File: config.mk
export PLATFORM = sky130hd
export DESIGN_NAME = tc_pl_bus_status_flat
export DESIGN_NICKNAME = d
export VERILOG_FILES = /design/src/rtl/tc_pl_bus_status_if.sv /design/src/rtl/tc_pl_bus_status.sv /design/src/flat_wrapper.sv
export SDC_FILE = /design/constraint.sdc
export NUM_CORES = 1
export LEC_CHECK = 0
export CORE_ASPECT_RATIO = 0.6
export CORE_MARGIN = 3
export CORE_UTILIZATION = 45
export CTS_CLUSTER_SIZE = 20
export DETAILED_ROUTE_END_ITERATION = 8
export PLACE_DENSITY = 0.89
export SLEW_MARGIN = 40
export SYNTH_ARGS = -nofsm -noshare
export SYNTH_HDL_FRONTEND = slang
export SYNTH_SLANG_ARGS = --single-unit
File: constraint.sdc
create_clock -name clk -period 2 [get_ports clk]
set_clock_uncertainty 0.15 [all_clocks]
set_input_delay 0.4 -clock clk [delete_from_list [all_inputs] [get_ports clk]]
set_output_delay 0.4 -clock clk [all_outputs]
set_load 0.1 [all_outputs]
File: src/rtl/tc_pl_bus_status_if.sv
// Bus bundle between the per-channel PL bus engines and the status/event block.
// The master side drives engine flags and register-file controls; the slave side reports status.
interface tc_pl_bus_status_if #(
  parameter int CH    = 4,
  parameter int CNT_W = 8
);
  logic [CH-1:0]       tx_ting;
  logic [CH-1:0]       tx_cmpt;
  logic [CH-1:0]       txb_empty;
  logic [CH-1:0]       txb_full;
  logic [CH-1:0]       rxb_empty;
  logic [CH-1:0]       rxb_full;
  logic [CH-1:0]       sticky_clr;
  logic [CH-1:0]       cnt_clr;
  logic [2*CH-1:0]     irq_en;
  logic [8*CH-1:0]     state;
  logic [CNT_W*CH-1:0] cmpt_cnt;
  logic                irq;

  modport master (
    output tx_ting, tx_cmpt, txb_empty, txb_full, rxb_empty, rxb_full,
    output sticky_clr, cnt_clr, irq_en,
    input  state, cmpt_cnt, irq
  );

  modport slave (
    input  tx_ting, tx_cmpt, txb_empty, txb_full, rxb_empty, rxb_full,
    input  sticky_clr, cnt_clr, irq_en,
    output state, cmpt_cnt, irq
  );
endinterface

File: src/rtl/tc_pl_bus_status.sv
// Multi-channel PL bus status: registered buffer levels, sticky completion/rx-full/overrun
// events, saturating completion counters and one maskable level interrupt.
module tc_pl_bus_status #(
  parameter int CH    = 4,
  parameter int CNT_W = 8
) (
  input  logic                clk,
  input  logic                rst,
  tc_pl_bus_status_if.slave   bus
);

  localparam logic [CNT_W-1:0] CNT_MAX = '1;
  localparam logic [CNT_W-1:0] CNT_ONE = CNT_W'(1);

  logic [CH-1:0] irq_src;
  logic          irq_reg;
  logic          irq_next;

  for (genvar gi = 0; gi < CH; gi++) begin : g_ch
    logic             cmpt_prev_reg;
    logic             rxf_prev_reg;
    logic [4:0]       lvl_reg;
    logic [4:0]       lvl_next;
    logic             cmpt_s_reg, cmpt_s_next;
    logic             rxf_s_reg, rxf_s_next;
    logic             ovr_s_reg, ovr_s_next;
    logic [CNT_W-1:0] cnt_reg, cnt_next;
    logic             cmpt_edge;
    logic             rxf_edge;
    logic             clr;

    assign cmpt_edge = bus.tx_cmpt[gi] & ~cmpt_prev_reg;
    assign rxf_edge  = bus.rxb_full[gi] & ~rxf_prev_reg;
    assign clr       = bus.sticky_clr[gi];

    always_comb begin
      lvl_next    = {bus.rxb_full[gi], ~bus.rxb_empty[gi], bus.txb_full[gi],
                     bus.txb_empty[gi], bus.tx_ting[gi]};
      // A new event wins over a same-cycle clear so it is never lost.
      cmpt_s_next = cmpt_edge | (cmpt_s_reg & ~clr);
      rxf_s_next  = rxf_edge  | (rxf_s_reg  & ~clr);
      ovr_s_next  = ((cmpt_edge & cmpt_s_reg) | ovr_s_reg) & ~clr;
      cnt_next    = cnt_reg;
      if (bus.cnt_clr[gi]) begin
        cnt_next = cmpt_edge ? CNT_ONE : '0;
      end else if (cmpt_edge && (cnt_reg != CNT_MAX)) begin
        cnt_next = cnt_reg + CNT_ONE;
      end
    end

    always_ff @(posedge clk or negedge rst) begin
      if (!rst) begin
        cmpt_prev_reg <= 1'b0;
        rxf_prev_reg  <= 1'b0;
        lvl_reg       <= '0;
        cmpt_s_reg    <= 1'b0;
        rxf_s_reg     <= 1'b0;
        ovr_s_reg     <= 1'b0;
        cnt_reg       <= '0;
      end else begin
        cmpt_prev_reg <= bus.tx_cmpt[gi];
        rxf_prev_reg  <= bus.rxb_full[gi];
        lvl_reg       <= lvl_next;
        cmpt_s_reg    <= cmpt_s_next;
        rxf_s_reg     <= rxf_s_next;
        ovr_s_reg     <= ovr_s_next;
        cnt_reg       <= cnt_next;
      end
    end

    assign bus.state[8*gi +: 8]          = {ovr_s_reg, rxf_s_reg, lvl_reg, cmpt_s_reg};
    assign bus.cmpt_cnt[CNT_W*gi +: CNT_W] = cnt_reg;
    // Interrupt looks at the already-registered stickies, adding one cycle of latency.
    assign irq_src[gi] = (cmpt_s_reg & bus.irq_en[2*gi]) | (rxf_s_reg & bus.irq_en[2*gi+1]);
  end

  assign irq_next = |irq_src;

  always_ff @(posedge clk or negedge rst) begin
    if (!rst) begin
      irq_reg <= 1'b0;
    end else begin
      irq_reg <= irq_next;
    end
  end

  assign bus.irq = irq_reg;

endmodule

File: src/flat_wrapper.sv
// flat-port wrapper written by rule: the top's interface ports become plain ports
module tc_pl_bus_status_flat 
#(
  parameter int CH    = 4,
  parameter int CNT_W = 8
)
  (clk, rst, bus_tx_ting, bus_tx_cmpt, bus_txb_empty, bus_txb_full, bus_rxb_empty, bus_rxb_full, bus_sticky_clr, bus_cnt_clr, bus_irq_en, bus_state, bus_cmpt_cnt, bus_irq);
  tc_pl_bus_status_if #(.CH(CH), .CNT_W(CNT_W)) bus_i ();
  input  logic clk;
  input  logic rst;
  input wire logic [$bits(bus_i.tx_ting)-1:0] bus_tx_ting;
  input wire logic [$bits(bus_i.tx_cmpt)-1:0] bus_tx_cmpt;
  input wire logic [$bits(bus_i.txb_empty)-1:0] bus_txb_empty;
  input wire logic [$bits(bus_i.txb_full)-1:0] bus_txb_full;
  input wire logic [$bits(bus_i.rxb_empty)-1:0] bus_rxb_empty;
  input wire logic [$bits(bus_i.rxb_full)-1:0] bus_rxb_full;
  input wire logic [$bits(bus_i.sticky_clr)-1:0] bus_sticky_clr;
  input wire logic [$bits(bus_i.cnt_clr)-1:0] bus_cnt_clr;
  input wire logic [$bits(bus_i.irq_en)-1:0] bus_irq_en;
  output wire logic [$bits(bus_i.state)-1:0] bus_state;
  output wire logic [$bits(bus_i.cmpt_cnt)-1:0] bus_cmpt_cnt;
  output wire logic [$bits(bus_i.irq)-1:0] bus_irq;
  assign bus_i.tx_ting = bus_tx_ting;
  assign bus_i.tx_cmpt = bus_tx_cmpt;
  assign bus_i.txb_empty = bus_txb_empty;
  assign bus_i.txb_full = bus_txb_full;
  assign bus_i.rxb_empty = bus_rxb_empty;
  assign bus_i.rxb_full = bus_rxb_full;
  assign bus_i.sticky_clr = bus_sticky_clr;
  assign bus_i.cnt_clr = bus_cnt_clr;
  assign bus_i.irq_en = bus_irq_en;
  assign bus_state = bus_i.state;
  assign bus_cmpt_cnt = bus_i.cmpt_cnt;
  assign bus_irq = bus_i.irq;
  tc_pl_bus_status #(.CH(CH), .CNT_W(CNT_W)) u_core (.clk(clk), .rst(rst), .bus(bus_i));
endmodule
==> results.py <==
metrics = {
    "timing": {
        "fmax_ghz": 0.533,
        "setup_tns_ns": 0,
        "rsz0062_at_grt": "false",
        "finalCriticalPeriod_ns": 1.87,
        "period_share_pct": 93.7,
        "timing.slew.headroom_pct": 74.3,
        "finalSetupViolCount": 0,
        "timing.hold.ws_ns": 0.344,
        "worst_pin_slew_ns": 0.381,
        "hold_violations": 0,
        "slew_violations": 0,
    },
    "detailed_routing": {
        "drc": 0,
        "wl_per_cell_um": 16.8,
        "met3_length_um": 747,
        "drt_pass1_iterations": 6,
        "route.met2.wl_um": 3990,
        "drtIter0Drc": 192,
        "vias": 2568,
        "viasPerCell": 5.39,
        "wirelength_um": 7990,
        "drt-met1-wl_um": 3150,
        "highest_layer": "met4",
        "detail-route-antenna-nets": 0,
    },
    "setup_path": {
        "setup.worst_path.start": "u_core.g_ch[0].cnt_reg[0]$_DFFE_PN0P_",
        "critPathKind": "reg2reg",
        "slowest_delay_ns": 0.44,
        "r2r-start": "u_core.g_ch[0].cnt_reg[0]$_DFFE_PN0P_",
        "path_cells": "ha_1, nand4_1, o21ai_1, buf_4, mux2i_1, nor2_1",
        "crit_buf_inv": 1,
        "critical-path-top-delay-family": "flip-flops",
        "path_max_fanout": 6,
        "startpoint_type": "flip-flop",
        "crit_slowest_cell": "dfrtp_2",
        "worstPathRequired_ns": 2.06,
        "r2r_end": "u_core.g_ch[0].cnt_reg[1]$_DFFE_PN0P_",
        "crit_arrival_ns": 1.94,
        "rr_worst_depth": 6,
        "critPathCapture": "u_core.g_ch[0].cnt_reg[1]$_DFFE_PN0P_",
        "r2r_setup_slack_ns": 0.13,
        "cp.depth": 6,
        "end_kind": "flip-flop",
    },
    "cts": {
        "cts_buffers": 9,
        "cts_tree": "yes",
        "clk_latency_ns": 0.34,
        "clockBufferDepth": 2,
        "root_buffer": "clkbuf_8",
        "cts.sinks": 69,
        "cts_max_level": 3,
        "clkTransAtPathRegs_ns": 0.08,
    },
    "worst_hold_path": {
        "hold_path_class": "in2reg",
    },
    "grt": {
        "overflow": 0,
        "grt_pass1_vias": 2624,
        "antenna_found_initial": 0,
        "grt_max_degree": 70,
        "track_usage_pct": 21.6,
        "grt_pass1_wl_um": 13300,
    },
    "synth": {
        "syn_nets": 328,
        "yosys_most_used_dff": "dfrtp_1",
        "synth-seq-cells": 69,
        "synth_top_area_share_pct": 57.5,
        "synth_top_area_cell": "dfrtp_1",
        "yosys_warnings": 0,
        "syn_area_um2": 3010,
        "seq_area_frac_synth_pct": 57.5,
        "async_flop_share_pct": 100,
        "yosysUniqueCellTypes": 47,
        "synth.avg_cell_area_um2": 10.7,
        "synth-edff-count": 0,
        "synth_cells": 282,
        "synth_area_leaders": "dfrtp_1, buf_4, nor2_1, mux2i_1, inv_1",
    },
    "layout": {
        "drive_above_1_share_pct": 29.8,
        "antenna_cells": 0,
        "synthToLayoutAreaGrowth_pct": 66.1,
        "final_nets": 433,
        "largest_register_ffs": 32,
        "final_area_um2": 4990,
    },
    "placement": {
        "place_area_um2": 4780,
        "dpl.hpwl_um": 6100,
        "gp_congestion": 0.902,
        "port_buffers": 106,
    },
    "die": {
        "dieArea_um2": 7730,
        "core_um2": 6280,
        "ios": 107,
        "start_util_pct": 47.9,
        "rows": 22,
        "die_h_um": 69.3,
        "die_w_um": 112,
    },
    "power_and_ir_drop": {
        "leakage_nw": 2.14,
        "vdd_drop_max_mv": 0.569,
        "powerDensity_nw_per_um2": 729,
    },
    "outcome": {
        "status": "finished clean",
    },
    "job": {
        "drv_cap": 0,
    },
}
-- cell families (layout without fill, tap and decap cells) --
group | Yosys count | after routing | share of synthesized area [%]
AND/OR/NAND/NOR | 99 | 99 | 18.2
flip-flops | 69 | 69 | 57.5
AO/OA/AOI/OAI | 57 | 57 | 12.0
buffers and inverters | 43 | 153 | 7.41
multiplexers | 8 | 8 | 2.66
adder cells (fa/ha/maj) | 4 | 4 | 1.67
XOR/XNOR | 2 | 2 | 0.583
-- area by class of cell --
class                      instances  area (um^2)
tap                               84          105
timing repair buffer             116         1800
clock inverter                     4         47.5
inverter                          21         78.8
clock buffer                      12          155
multi-input combinational        170         1060
sequential                        69         1750
fill                             347         1280
-- layer usage --
| layer | GRT usage, % | vias up |
|---|---|---|
| met1 | 25.7 | 1247 |
| met2 | 35.9 | 114 |
| met5 | 0 | - |
| met3 | 9.15 | 13 |
| met4 | 6.48 | 0 |
| li1 | - | 1194 |
-- worst min-delay path by stage --
stage / start / endpoint / slack, ns / cells after the start
after floorplan: rst / u_core.bus.irq$_DFF_PN0_ / -0.05 / 0
after global placement: rst / u_core.g_ch[2].cnt_reg[6]$_DFFE_PN0P_ / 0.29 / 2
after detailed placement: rst / u_core.g_ch[2].cnt_reg[5]$_DFFE_PN0P_ / 0.30 / 2
after CTS: bus_txb_full[1] / u_core.g_ch[1].lvl_reg[2]$_DFF_PN0_ / 0.33 / 1
after global routing: bus_tx_ting[3] / u_core.g_ch[3].lvl_reg[0]$_DFF_PN0_ / 0.33 / 1
final: bus_txb_full[1] / u_core.g_ch[1].lvl_reg[2]$_DFF_PN0_ / 0.34 / 1
-- power breakdown --
| part | switching (mW) | total (mW) | internal, mW |
|---|---|---|---|
| Combinational | 0.577 | 0.928 | 0.351 |
| Sequential | 0.0897 | 1.55 | 1.46 |
| Clock | 0.520 | 1.16 | 0.641 |
| Total | 1.19 | 3.64 | 2.45 |
-- worst register-to-register path: cells and delay by family, from the launching register on --
family / cells / cell delay, ns
flip-flops: 1 / 0.44
AND/OR/NAND/NOR: 2 / 0.30
multiplexers: 1 / 0.25
AO/OA/AOI/OAI: 1 / 0.23
adder cells (fa/ha/maj): 1 / 0.22
buffers and inverters: 1 / 0.16
-- synthesized netlist by cell type (all sizes together) (3+ instances only) --
cell type and count:
mux2i 8, inv 21, buf 20, dfrtp 69, nand2b 4, o22ai 4, nand3 13, and4 3
nand2 16, a31oi 7, a211oi 3, a21oi 15, a22oi 4, nor3 13, nor2 23, o21bai 4
o21ai 10, nand4 7, ha 4, nand3b 3
-- stage by stage --
| stage | setup WS (ns) | instances | total power, mW | util [%] |
|---|---|---|---|---|
| after floorplan | -0.0334 | 282 | 2.09 | - |
| after global placement | 0.0410 | 459 | 2.49 | 76.2 |
| after detailed placement | -0.0568 | 459 | 2.51 | 76.2 |
| after CTS | 0.163 | 476 | 3.67 | 79.5 |
| after global routing | 0.0464 | 476 | 3.77 | 79.5 |
| final | 0.125 | 476 | 3.64 | 79.5 |
-- cells in the final DEF, fill, tap and decap left out, types with 3 or more instances in the layout --
cell type,Yosys,layout
a211oi_1,3,3
o21ai_0,9,9
nand3b_1,3,3
buf_12,0,66
a22oi_1,4,4
ha_1,4,4
o21bai_1,4,4
mux2i_1,8,8
clkdlybuf4s50_1,0,40
nand2_1,16,16
dfrtp_1,69,48
and4_1,3,3
clkbuf_8,0,11
dfrtp_2,0,21
nor3_1,13,13
nand2b_1,4,4
nor2_1,23,23
inv_1,21,21
nand4_1,5,5
nand3_1,13,13
o22ai_1,4,4
a21oi_1,15,15
a31oi_1,7,7
buf_4,16,8
-- what timing repair did --
| item | 4_1_cts | 5_1_grt |
|---|---|---|
| hold endpoints to repair | 69 | 0 |
| hold buffers | 1 | 0 |
| gates resized for setup | 0 | 0 |
| buffers inserted | 0 | 0 |
Power figures use the tool's default switching activity.
